==> src/rtl/tiq_pkg.sv <==
// Shared defaults and entry layout for the instruction fetch queue.
// Latency: n/a (types and constants only).
// Backpressure: n/a.
package tiq_pkg;

  // Default instruction word width and queue depth.
  localparam int TIQ_IW    = 8;
  localparam int TIQ_DEPTH = 4;

  // One stored queue entry: second-fetch tag above the instruction word.
  typedef struct packed {
    logic              sf1;
    logic [TIQ_IW-1:0] instr;
  } tiq_entry_t;

endpackage

==> src/rtl/tiq_ptr.sv <==
// Wrap-bit pointer counter for the fetch queue; MSB is the lap (wrap) bit.
// Latency: new pointer value visible the cycle after inc/clr.
// Backpressure: none; the caller only asserts inc when a transfer fires.
module tiq_ptr #(
  parameter int PW = 3
) (
  input  logic          clk,
  input  logic          rst,
  input  logic          clr,
  input  logic          inc,
  output logic [PW-1:0] ptr
);

  logic [PW-1:0] ptr_q;
  logic [PW-1:0] ptr_d;

  // Next pointer: clear wins over increment; natural overflow gives modulo 2*DEPTH.
  always_comb begin
    ptr_d = ptr_q;
    if (clr) begin
      ptr_d = '0;
    end else if (inc) begin
      ptr_d = ptr_q + {{(PW-1){1'b0}}, 1'b1};
    end
  end

  // Pointer register with synchronous reset.
  always_ff @(posedge clk) begin
    if (rst) begin
      ptr_q <= '0;
    end else begin
      ptr_q <= ptr_d;
    end
  end

  assign ptr = ptr_q;

endmodule

==> src/rtl/instr_fetch_queue.sv <==
// Instruction fetch queue: DEPTH-entry circular buffer of {sf1, instr} between fetch and decode.
// Latency: 1 cycle push-to-pop; 0 cycles through the empty-queue bypass when TIQ_BYPASS_EN is defined.
// Backpressure: push_ready = !full (no path from pop_ready); flush discards all entries and same-cycle transfers.
module instr_fetch_queue
  import tiq_pkg::*;
#(
  parameter int IW    = TIQ_IW,
  parameter int DEPTH = TIQ_DEPTH,
  parameter int CW    = $clog2(DEPTH+1)
) (
  input  logic          clk,
  input  logic          rst,
  input  logic          flush,
  input  logic          push_valid,
  output logic          push_ready,
  input  logic [IW-1:0] push_instr,
  input  logic          push_sf1,
  output logic          pop_valid,
  input  logic          pop_ready,
  output logic [IW-1:0] pop_instr,
  output logic          pop_sf1,
  output logic [CW-1:0] count
);

  localparam int AW = $clog2(DEPTH);
  localparam int PW = AW + 1;

  // Entry layout sized by this instance's IW (matches tiq_entry_t at default width).
  typedef struct packed {
    logic          sf1;
    logic [IW-1:0] instr;
  } entry_t;

  logic [PW-1:0] rd_ptr;
  logic [PW-1:0] wr_ptr;
  logic          empty;
  logic          full;
  logic          push_fire;
  logic          pop_fire;
  logic          byp_take;
  entry_t        head;

  entry_t        mem_q [DEPTH];
  entry_t        mem_d [DEPTH];
  logic [CW-1:0] count_q;
  logic [CW-1:0] count_d;

  assign empty = (rd_ptr == wr_ptr);
  assign full  = (rd_ptr[AW-1:0] == wr_ptr[AW-1:0]) && (rd_ptr[AW] != wr_ptr[AW]);
  assign head  = mem_q[rd_ptr[AW-1:0]];

  assign push_ready = !full;

  // Head presentation: stored word when non-empty, optional pass-through when empty, else zeros.
  always_comb begin
    pop_valid = !empty;
    pop_instr = '0;
    pop_sf1   = 1'b0;
    byp_take  = 1'b0;
    if (!empty) begin
      pop_instr = head.instr;
      pop_sf1   = head.sf1;
    end
`ifdef TIQ_BYPASS_EN
    else if (push_valid && !flush && !rst) begin
      pop_valid = 1'b1;
      pop_instr = push_instr;
      pop_sf1   = push_sf1;
      byp_take  = pop_ready;
    end
`endif
  end

  // A bypassed word is consumed directly and never stored; flush kills both sides.
  assign push_fire = push_valid && !full && !byp_take && !flush;
  assign pop_fire  = !empty && pop_ready && !flush;

  // Storage write on an accepted push.
  always_comb begin
    mem_d = mem_q;
    if (push_fire) begin
      mem_d[wr_ptr[AW-1:0]] = '{sf1: push_sf1, instr: push_instr};
    end
  end

  // Storage array; contents are don't-care while not covered by the pointers.
  always_ff @(posedge clk) begin
    mem_q <= mem_d;
  end

  // Occupancy update: flush clears, push-only adds, pop-only removes.
  always_comb begin
    count_d = count_q;
    if (flush) begin
      count_d = '0;
    end else if (push_fire && !pop_fire) begin
      count_d = count_q + {{(CW-1){1'b0}}, 1'b1};
    end else if (pop_fire && !push_fire) begin
      count_d = count_q - {{(CW-1){1'b0}}, 1'b1};
    end
  end

  // Occupancy register with synchronous reset.
  always_ff @(posedge clk) begin
    if (rst) begin
      count_q <= '0;
    end else begin
      count_q <= count_d;
    end
  end

  assign count = count_q;

  tiq_ptr #(.PW(PW)) u_rd (
    .clk (clk),
    .rst (rst),
    .clr (flush),
    .inc (pop_fire),
    .ptr (rd_ptr)
  );

  tiq_ptr #(.PW(PW)) u_wr (
    .clk (clk),
    .rst (rst),
    .clr (flush),
    .inc (push_fire),
    .ptr (wr_ptr)
  );

endmodule

==> config.mk <==
export PLATFORM = sky130hd
export DESIGN_NAME = instr_fetch_queue
export DESIGN_NICKNAME = d
export VERILOG_FILES = /design/src/rtl/tiq_pkg.sv /design/src/rtl/tiq_ptr.sv /design/src/rtl/instr_fetch_queue.sv
export SDC_FILE = /design/constraint.sdc
export NUM_CORES = 1
export LEC_CHECK = 0
export ABC_AREA = 1
export BUFFER_PORTS_ARGS = -buffer_cell sky130_fd_sc_hd__clkbuf_2
export CAP_MARGIN = 5
export CORE_MARGIN = 3
export CORE_UTILIZATION = 55
export CTS_CLUSTER_DIAMETER = 40
export DETAILED_ROUTE_END_ITERATION = 6
export PLACE_DENSITY = 0.75
export SLEW_MARGIN = 10
export SYNTH_ARGS = -nofsm -noshare
export SYNTH_HDL_FRONTEND = slang
export SYNTH_HIERARCHICAL = 1
export SYNTH_SLANG_ARGS = --single-unit
==> constraint.sdc <==
create_clock -name clk -period 4.43 [get_ports clk]
set_input_delay 0.443 -clock clk [delete_from_list [all_inputs] [get_ports clk]]
set_output_delay 0.443 -clock clk [all_outputs]
set_load 0.01 [all_outputs]
==> results.md, run 1 <==
Synth:
- The net count of the mapped netlist is roughly 230.
- The mean area per synthesized cell is between 9 and 10 sq um.
- The post-synthesis instance area is just over 2000 sq um.
- The unique cell type count in the Yosys netlist is 21.
- Of all cell types, the one taking the most synthesized area is sky130_fd_sc_hd__edfxtp_1.
- The top cell type's share of synthesized area is between 50 and 60%.
- Synthesis inferred 45 register bits.
- After technology mapping, the gate count stands at between 200 and 250.
- The Yosys step of the flow raised 6 warnings.
- The sequential-to-total area share from yosys stat is about three fifths.
- Ranked by total cell area, the synthesized netlist is headed by sky130_fd_sc_hd__edfxtp_1, sky130_fd_sc_hd__nand2_1, sky130_fd_sc_hd__dfxtp_1, sky130_fd_sc_hd__inv_1, sky130_fd_sc_hd__nor2_1.

Clocking:
- The clock drives 45 sinks.
- The root buffer cell is sky130_fd_sc_hd__clkbuf_8.
- The number of buffers added for setup after CTS is 0.
- The clock tree synthesis step divided the H-tree into 2 levels.
- The insertion delay of the later-clocked pin in the worst-skew pair is slightly below 0.3 ns.
- TritonCTS built the clock tree.
- For this design, the CTS-stage hold fixing added 0 buffers.
- The maximum clock path buffer count is 2.
- The clock slew seen by the registers of the worst setup and hold paths is 0.09 ns.
- The number of buffers created by CTS is 5.
- The number of gates resized after cts is 0.

Run status:
- The run finished with clean final reports.

Critical path:
- Walking the worst path, the cells encountered are inv_2 -> nand2_1 -> nand2_2 -> nand3_1 -> nand2_2 -> inv_1 -> ha_1 -> inv_1 -> fa_1 -> inv_1 -> nand2_1 -> nand3_1 -> nand2_1 -> nand2_1 -> nor2_1.
- At the worst endpoint, the required time is roughly 4.6 ns.
- The most used cell along the critical path is sky130_fd_sc_hd__nand2_1.
- The maximum single-stage delay on the critical path is around 0.8 ns.
- The worst setup path is captured at a flop.
- The endpoint arrival time on the critical path is approximately 3.0 ns.
- In this run the worst path has a maximum fanout of 23.
- The worst setup path is launched from a flop.
- The length in cells of the worst reg-to-reg path is 15.
- The highest-delay cell along the critical path is sky130_fd_sc_hd__dfxtp_1.
- By startpoint and endpoint, the worst setup path is classified as flop to flop.

Floorplan:
- The initial utilization of the core area, before any placement, comes to 59.0%.
- The region available for standard cell placement spans around 3500 sq um.
- 28 I/O pins were placed.
- The overall die height is roughly 67 um.
- The die covers between 4000 and 5000 sq um.
- The floorplan has 21 rows.
- The floorplan step set the die width to about 67 um.

Power:
- The clock group share of total power is approximately 34%.
- Registers are responsible for approximately three fifths of the overall power.
- The cell leakage power is ~1 nW.
- Power spread over the standard cell area amounts to ~330 nW/um^2.
- The internal power of the cells totals 0.000592 W.
- The switching fraction of total power is between 20% and 30%.
- The worst vdd rail ir drop is approximately 0.24 mV.
- The net switching power of the design is around 0.00017 W.
- Combinational logic is responsible for under 10% of the overall power.

Drt:
- The via density per instance is about 4.8.
- In the final routed layout, each cell accounts on average for between 10 and 15 um.
- The detailed-router iteration count before antenna repair is 4.
- Wires add up to roughly 3400 um.
- The violation count after the first detailed-routing iteration is 42.
- The count of nets left with antenna violations once routing finished came out at 0.
- The final route contains ~1400 vias.
- The residual DRC count is 0.

STA:
- Setup violations remaining at the end of the flow were counted as 0.
- Adding up every negative setup slack in the final design gives 0 ns.
- The total count of max-transition violations in the final report came to 0.
- The final hold violation count is 0.
- The post-layout minimum cycle time is approximately 2.8 ns.
- For this run, the top clock speed supported by timing is around 360 MHz.
- Setup repair after global routing left no endpoint under its margin.
- In the finished design, the share of the clock period the worst path needs comes to between 60% and 70%.
- The relative slew slack is 38.4%.
- The transition time of the tightest slew-check pin is 0.921 ns.
- The worst clock skew is ~0.0069 ns.

Global route:
- The initial antenna violation count came to 0.
- The first global-routing pass estimated 5460 um of wire.
- For this run the aggregate overflow at the end of global routing stands at 0.
- Entering global routing, the biggest net connects 24 pins.
- The overall global routing resource usage is 17.1%.
- The number of global-route vias before repair is ~1200.

Cells and area:
- Cells with a size suffix above 1 make up a little under a fifth of the layout.
- The utilization of the core after routing is 65.8%.
- After the last flow step, the layout net total stands at 263.
- 0 antenna diodes ended up in the layout.
- The signed area change from the synthesized netlist to the final layout is 11.6%.

Flow run:
- The number of maximum-capacitance constraint violations is 0.

Hold path:
- The kind of path behind the tightest hold check is input port to flop.
- Along the worst hold path, the cell count comes to 1.

Placed design:
- Routability-driven placement finished with a final weighted congestion of 0.762.
- The total of buffers placed on input and output ports is 27.
- The HPWL after detailed placement is 2310 um.
-- registers in the layout, indices dropped and copies added, names as in the netlist --
| name | count |
|---|---|
| count | 3 |
| u_wr/ptr | 3 |
| u_rd/ptr | 3 |
| mem_q | 36 |
-- cell usage after synthesis --
cell	n
sky130_fd_sc_hd__a21oi_1	3
sky130_fd_sc_hd__a21oi_2	2
sky130_fd_sc_hd__buf_4	2
sky130_fd_sc_hd__buf_6	3
sky130_fd_sc_hd__dfxtp_1	9
sky130_fd_sc_hd__edfxtp_1	36
sky130_fd_sc_hd__fa_1	1
sky130_fd_sc_hd__ha_1	3
sky130_fd_sc_hd__inv_1	27
sky130_fd_sc_hd__inv_2	3
sky130_fd_sc_hd__nand2_1	75
sky130_fd_sc_hd__nand2_2	3
sky130_fd_sc_hd__nand3_1	4
sky130_fd_sc_hd__nand3_2	1
sky130_fd_sc_hd__nand4_1	1
sky130_fd_sc_hd__nor2_1	21
sky130_fd_sc_hd__nor2_2	2
sky130_fd_sc_hd__o21ai_0	9
sky130_fd_sc_hd__o21ai_1	9
sky130_fd_sc_hd__or2_2	1
sky130_fd_sc_hd__xor2_1	1
-- cell usage in the layout, fill, tap and decap left out --
cell,synthesis,layout
sky130_fd_sc_hd__a21oi_1,3,3
sky130_fd_sc_hd__a21oi_2,2,2
sky130_fd_sc_hd__clkbuf_2,0,27
sky130_fd_sc_hd__clkbuf_8,0,5
sky130_fd_sc_hd__clkinv_4,0,1
sky130_fd_sc_hd__clkinvlp_4,0,1
sky130_fd_sc_hd__dfxtp_1,9,9
sky130_fd_sc_hd__edfxtp_1,36,36
sky130_fd_sc_hd__fa_1,1,1
sky130_fd_sc_hd__ha_1,3,3
sky130_fd_sc_hd__inv_1,27,27
sky130_fd_sc_hd__inv_2,3,3
sky130_fd_sc_hd__inv_6,0,1
sky130_fd_sc_hd__nand2_1,75,75
sky130_fd_sc_hd__nand2_2,3,3
sky130_fd_sc_hd__nand3_1,4,4
sky130_fd_sc_hd__nand3_2,1,1
sky130_fd_sc_hd__nand4_1,1,1
sky130_fd_sc_hd__nor2_1,21,21
sky130_fd_sc_hd__nor2_2,2,2
sky130_fd_sc_hd__o21ai_0,9,9
sky130_fd_sc_hd__o21ai_1,9,9
sky130_fd_sc_hd__or2_2,1,1
sky130_fd_sc_hd__xor2_1,1,1
-- worst max-delay path, delay by kind of cell (launching register included) --
kind,cells,cell delay (ns)
adders and majority gates,2,0.57
DFF,1,0.80
buffers and inverters,4,0.62
and+or+nand+nor,9,0.70
-- routing by layer --
| layer | GRT usage (%) | part of all wire [%] |
|---|---|---|
| met4 | 6.84 | 1.5 |
| met2 | 27.6 | 49 |
| met1 | 22.4 | 44 |
| met3 | 3.54 | 5.2 |
| met5 | 0 | 0 |
-- per-stage QoR --
step / cell area, sq um / power, W / hold WS, ns / instances / setup slack, ns
after global placement: 2190 / 0.000517 / 0.499 / 284 / 1.74
after detailed placement: 2190 / 0.000518 / 0.520 / 284 / 1.64
after CTS: 2280 / 0.000770 / 0.354 / 292 / 1.64
after floorplan: 2050 / 0.000501 / 0.477 / 216 / 2.42
final: 2280 / 0.000764 / 0.361 / 292 / 1.64
after global routing: 2280 / 0.000792 / 0.351 / 292 / 1.33
-- cells by family after synthesis --
group,after synthesis,share of synthesized area (%)
AND/OR/NAND/NOR,108,21.2
adder cells (fa/ha/maj),4,2.81
flip-flops,45,61.7
AO/OA/AOI/OAI,23,5.99
buffers and inverters,35,7.89
XOR/XNOR,1,0.428
-- final timing paths --
path                                    start        end  slack [ns]
worst max-delay path              u_rd/ptr[0]   count[2]        1.64
worst min-delay path            push_instr[7]  mem_q[16]        0.36
worst min register to register       count[1]   count[1]        0.52
worst max register to register    u_rd/ptr[0]   count[2]        1.64
-- power by group through the flow --
stage	Combinational [W]	Clock (W)	Sequential (W)
floorplan	0.0000259	0	0.000475
global placement	0.0000417	0	0.000475
detailed placement	0.0000427	0	0.000475
CTS	0.0000428	0.000262	0.000465
global route	0.0000480	0.000278	0.000466
finish	0.0000425	0.000257	0.000465
-- final cells by class --
type | count | area (sq um)
Tap cell | 46 | 57.6
Multi-Input combinational cell | 136 | 623
Sequential cell | 45 | 1260
Timing Repair Buffer | 27 | 135
Clock inverter | 3 | 25.0
Fill cell | 297 | 1180
Clock buffer | 5 | 68.8
Inverter | 30 | 113
No activity file was read; power rests on OpenSTA's default activity.
==> run 2: changes to the inputs <==
- clock period: 4.43 -> 2.8 ns (I/O delays scaled with it)
==> run 2 against run 1 <==
Clock skew up 0.0024 ns; critical path depth down 1; maximum frequency up 21%; cell area up 2.4%; combinational power up 66%; non-clock buffer count up 7; sequential power up 58%; count of clock-buffer cells in the layout up 1; largest power group unchanged; highest routed layer unchanged.
==> results.md, run 2 (synthesis gave the netlist of run 1 again) <==
Floorplan:
- The starting density of the core came to 59.0% (unchanged).
- The core region area was 3470 sq um (unchanged).
- The number of ports placed on the die boundary is 28 (unchanged).
- The overall die height is 67.0 um (unchanged).
- The die footprint was 4490 sq um (unchanged).
- The die outline width is 67.0 um (unchanged).
- The standard-cell row count was 21 (unchanged).

Drt:
- The via density per instance is 4.94 (+3.0%).
- The average routed wire per standard cell came to 13.2 um (+12%).
- The count of vias placed by the detailed router is 1476 (+5.5%).
- The violation count after the first detailed-routing iteration is 67 (+60%).
- The final antenna-violating net count is 0 (unchanged).
- The residual DRC count is 0 (unchanged).
- The detailed-router iteration count before antenna repair is 4 (unchanged).
- The final routed wirelength across all metal layers is 3960 um (+15%).

Cells and area:
- In the layout the commonest cells are sky130_fd_sc_hd__nand2_1, sky130_fd_sc_hd__edfxtp_1, sky130_fd_sc_hd__inv_1, sky130_fd_sc_hd__clkbuf_2, sky130_fd_sc_hd__nor2_1.
- The signed area change from the synthesized netlist to the final layout is 14.3%.
- The number of flip-flops in the largest register came to 36 (unchanged).
- The number of nets in the finished design is 270 (+2.7%).
- The final cell count without fillers is 299 (+2.4%).
- The layout cell share with drive strength beyond 1 came to 21.3% (+2.2 points).
- Counting flops per register, the top entry is mem_q.
- The count of fill cells added during filler insertion is 268 (-9.8%).
- The library cell used most frequently in the layout, excluding fill and tap cells, is sky130_fd_sc_hd__nand2_1.
- The antenna diode instance count is 0 (unchanged).

Run status:
- The run finished with clean final reports.

Power:
- The cell leakage power is 1.04 nW (+4.3%).
- The power per cell area is 521 nW/um^2 (+56%).
- The overall power is 0.00122 W (+59%).
- The worst vdd rail ir drop was 0.474 mV (+100%).

STA:
- The setup total negative slack was 0 ns (unchanged).
- The worst clock skew is 0.00926 ns (+0.00238 ns).
- The share of the cycle needed by the critical path after routing was 82.1% (+19 points).
- The number of setup violations in the final report is 0 (unchanged).
- The relative slew slack is 71.3% (+33 points).
- The transition time of the tightest slew-check pin is 0.429 ns (-0.492 ns).
- The final hold violation count is 0 (unchanged).
- Setup repair after global routing left no endpoint under its margin.
- The total count of max-transition violations in the final report came to 0 (unchanged).
- The maximum clock frequency is 435 MHz (+21%).
- The post-layout minimum cycle time is 2.30 ns (-0.489 ns).

Clocking:
- TritonCTS built the clock tree.
- The number of gates resized after cts is 0 (unchanged).
- The CTS sink count is 45 (unchanged).
- The root buffer cell is sky130_fd_sc_hd__clkbuf_8.
- The maximum clock path buffer count was 2 (unchanged).
- The post-cts hold buffer count was 0 (unchanged).
- The insertion delay of the later-clocked pin in the worst-skew pair is 0.30 ns (about the same).
- The maximum level of the CTS H-tree was 2 (unchanged).
- The number of buffers added for setup after CTS is 0 (unchanged).
- The number of buffers created by CTS came to 5 (unchanged).
- The clock slew seen by the registers of the worst setup and hold paths was 0.08 ns (about the same).

Critical path:
- The endpoint arrival time on the critical path is 2.50 ns (-0.48 ns).
- The register-to-register setup slack is 0.50 ns (-1.14 ns).
- The data required time at the worst endpoint was 3.00 ns (-1.62 ns).
- The largest fanout of any net on the critical path came to 11 (-52%).
- The classification of the worst setup path is flop to flop.
- The endpoint identified for the worst register-to-register timing path is count[2].
- In this run the worst setup path begins at u_rd/ptr[1].
- In this run the critical register-to-register path is launched from u_rd/ptr[1].
- The length in cells of the worst reg-to-reg path is 14 (-1).
- The startpoint class of the critical path is a flop.
- The most critical setup path has its endpoint at count[2].
- STA classifies the critical path endpoint as a flop.

Global route:
- The first-pass GRT wire length is 6470 um (+18%).
- The maximum number of pins on one net before global-route repair is 22 (-8.3%).
- The initial antenna violation count came to 0 (unchanged).
- The total grt overflow came to 0 (unchanged).
- The overall global routing resource usage is 20.4% (+3.4 points).
- The number of global-route vias before repair is 1390 (+18%).

Flow run:
- The number of maximum-capacitance constraint violations is 0 (unchanged).

Placed design:
- The total of buffers placed on input and output ports is 27 (unchanged).
- The HPWL after detailed placement is 2760 um (+19%).
- The post-placement cell count was 291 (+2.5%).
- The final weighted congestion in routability-driven placement is 0.779 (+2.2%).

Hold path:
- The worst hold path belongs to the class input port to flop.
-- run 2: changes by cell type in the layout (fill, tap and decap cells not counted), sizes merged --
cell      before  now
clkinvlp       1    0
clkbuf        32   33
clkinv         1    2
inv           31   30
buf            0    7
-- run 2: where the power goes --
| part | internal [W] | switching, W | total, W |
|---|---|---|---|
| logic | 0.0000264 | 0.0000440 | 0.0000704 |
| registers | 0.000731 | 0.00000461 | 0.000735 |
| clock network | 0.000200 | 0.000213 | 0.000413 |
| total | 0.000957 | 0.000262 | 0.00122 |
-- run 2: cell type report --
type / instances / area [sq um] / share of cell area [%]
clock buffers: 6 / 82.6 / 3.53
clock inverters: 2 / 13.8 / 0.589
inverters: 30 / 113 / 4.82
multi-input cells: 136 / 623 / 26.6
flip-flops and latches: 45 / 1260 / 53.9
well taps: 46 / 57.6 / 2.46
repair buffers: 34 / 188 / 8.03
-- run 2: critical path, cell delays in order, from the launching register on --
cell and delay [ns]:
sky130_fd_sc_hd__dfxtp_1 0.38, sky130_fd_sc_hd__inv_1 0.27, sky130_fd_sc_hd__nand2_1 0.09, sky130_fd_sc_hd__nand2_1 0.10
sky130_fd_sc_hd__nand3_2 0.25, sky130_fd_sc_hd__nand2_1 0.16, sky130_fd_sc_hd__ha_1 0.17, sky130_fd_sc_hd__inv_1 0.06
sky130_fd_sc_hd__fa_1 0.37, sky130_fd_sc_hd__inv_1 0.06, sky130_fd_sc_hd__nand2_1 0.06, sky130_fd_sc_hd__nand3_1 0.07
sky130_fd_sc_hd__nand2_1 0.05, sky130_fd_sc_hd__nand2_1 0.05, sky130_fd_sc_hd__nor2_1 0.03
-- run 2: worst min-delay path by stage --
stage / from / endpoint / slack, ns / cells past startpoint
2_1_floorplan: push_instr[0] / mem_q[0] / 0.38 / 0
3_3_place_gp: count[1] / count[1] / 0.50 / 2
3_5_place_dp: count[1] / count[1] / 0.50 / 2
4_1_cts: push_instr[2] / mem_q[2] / 0.18 / 1
5_1_grt: push_instr[5] / mem_q[23] / 0.19 / 1
6_report: push_instr[2] / mem_q[2] / 0.19 / 1
-- run 2: layer usage --
layer / track usage [%] / vias to the layer above / part of all wire (%) / routed length (um)
met2: 31.7 / 41 / 49 / 1950
met5: 0 / - / 0 / 0
met4: 7.59 / 0 / 1.2 / 49
li1: - / 757 / - / -
met1: 26.5 / 674 / 43 / 1710
met3: 6.75 / 4 / 6.2 / 245
-- run 2: stage by stage --
| step | worst slack, ns | hold slack [ns] | util, % | area, sq um |
|---|---|---|---|---|
| finish | 0.501 | 0.195 | 67.4 | 2340 |
| global route | 0.313 | 0.189 | 67.4 | 2340 |
| CTS | 0.517 | 0.182 | 67.4 | 2340 |
| detailed placement | 0.551 | 0.500 | 64.6 | 2240 |
| global placement | 0.665 | 0.496 | 64.6 | 2240 |
| floorplan | 0.787 | 0.379 | - | 2050 |
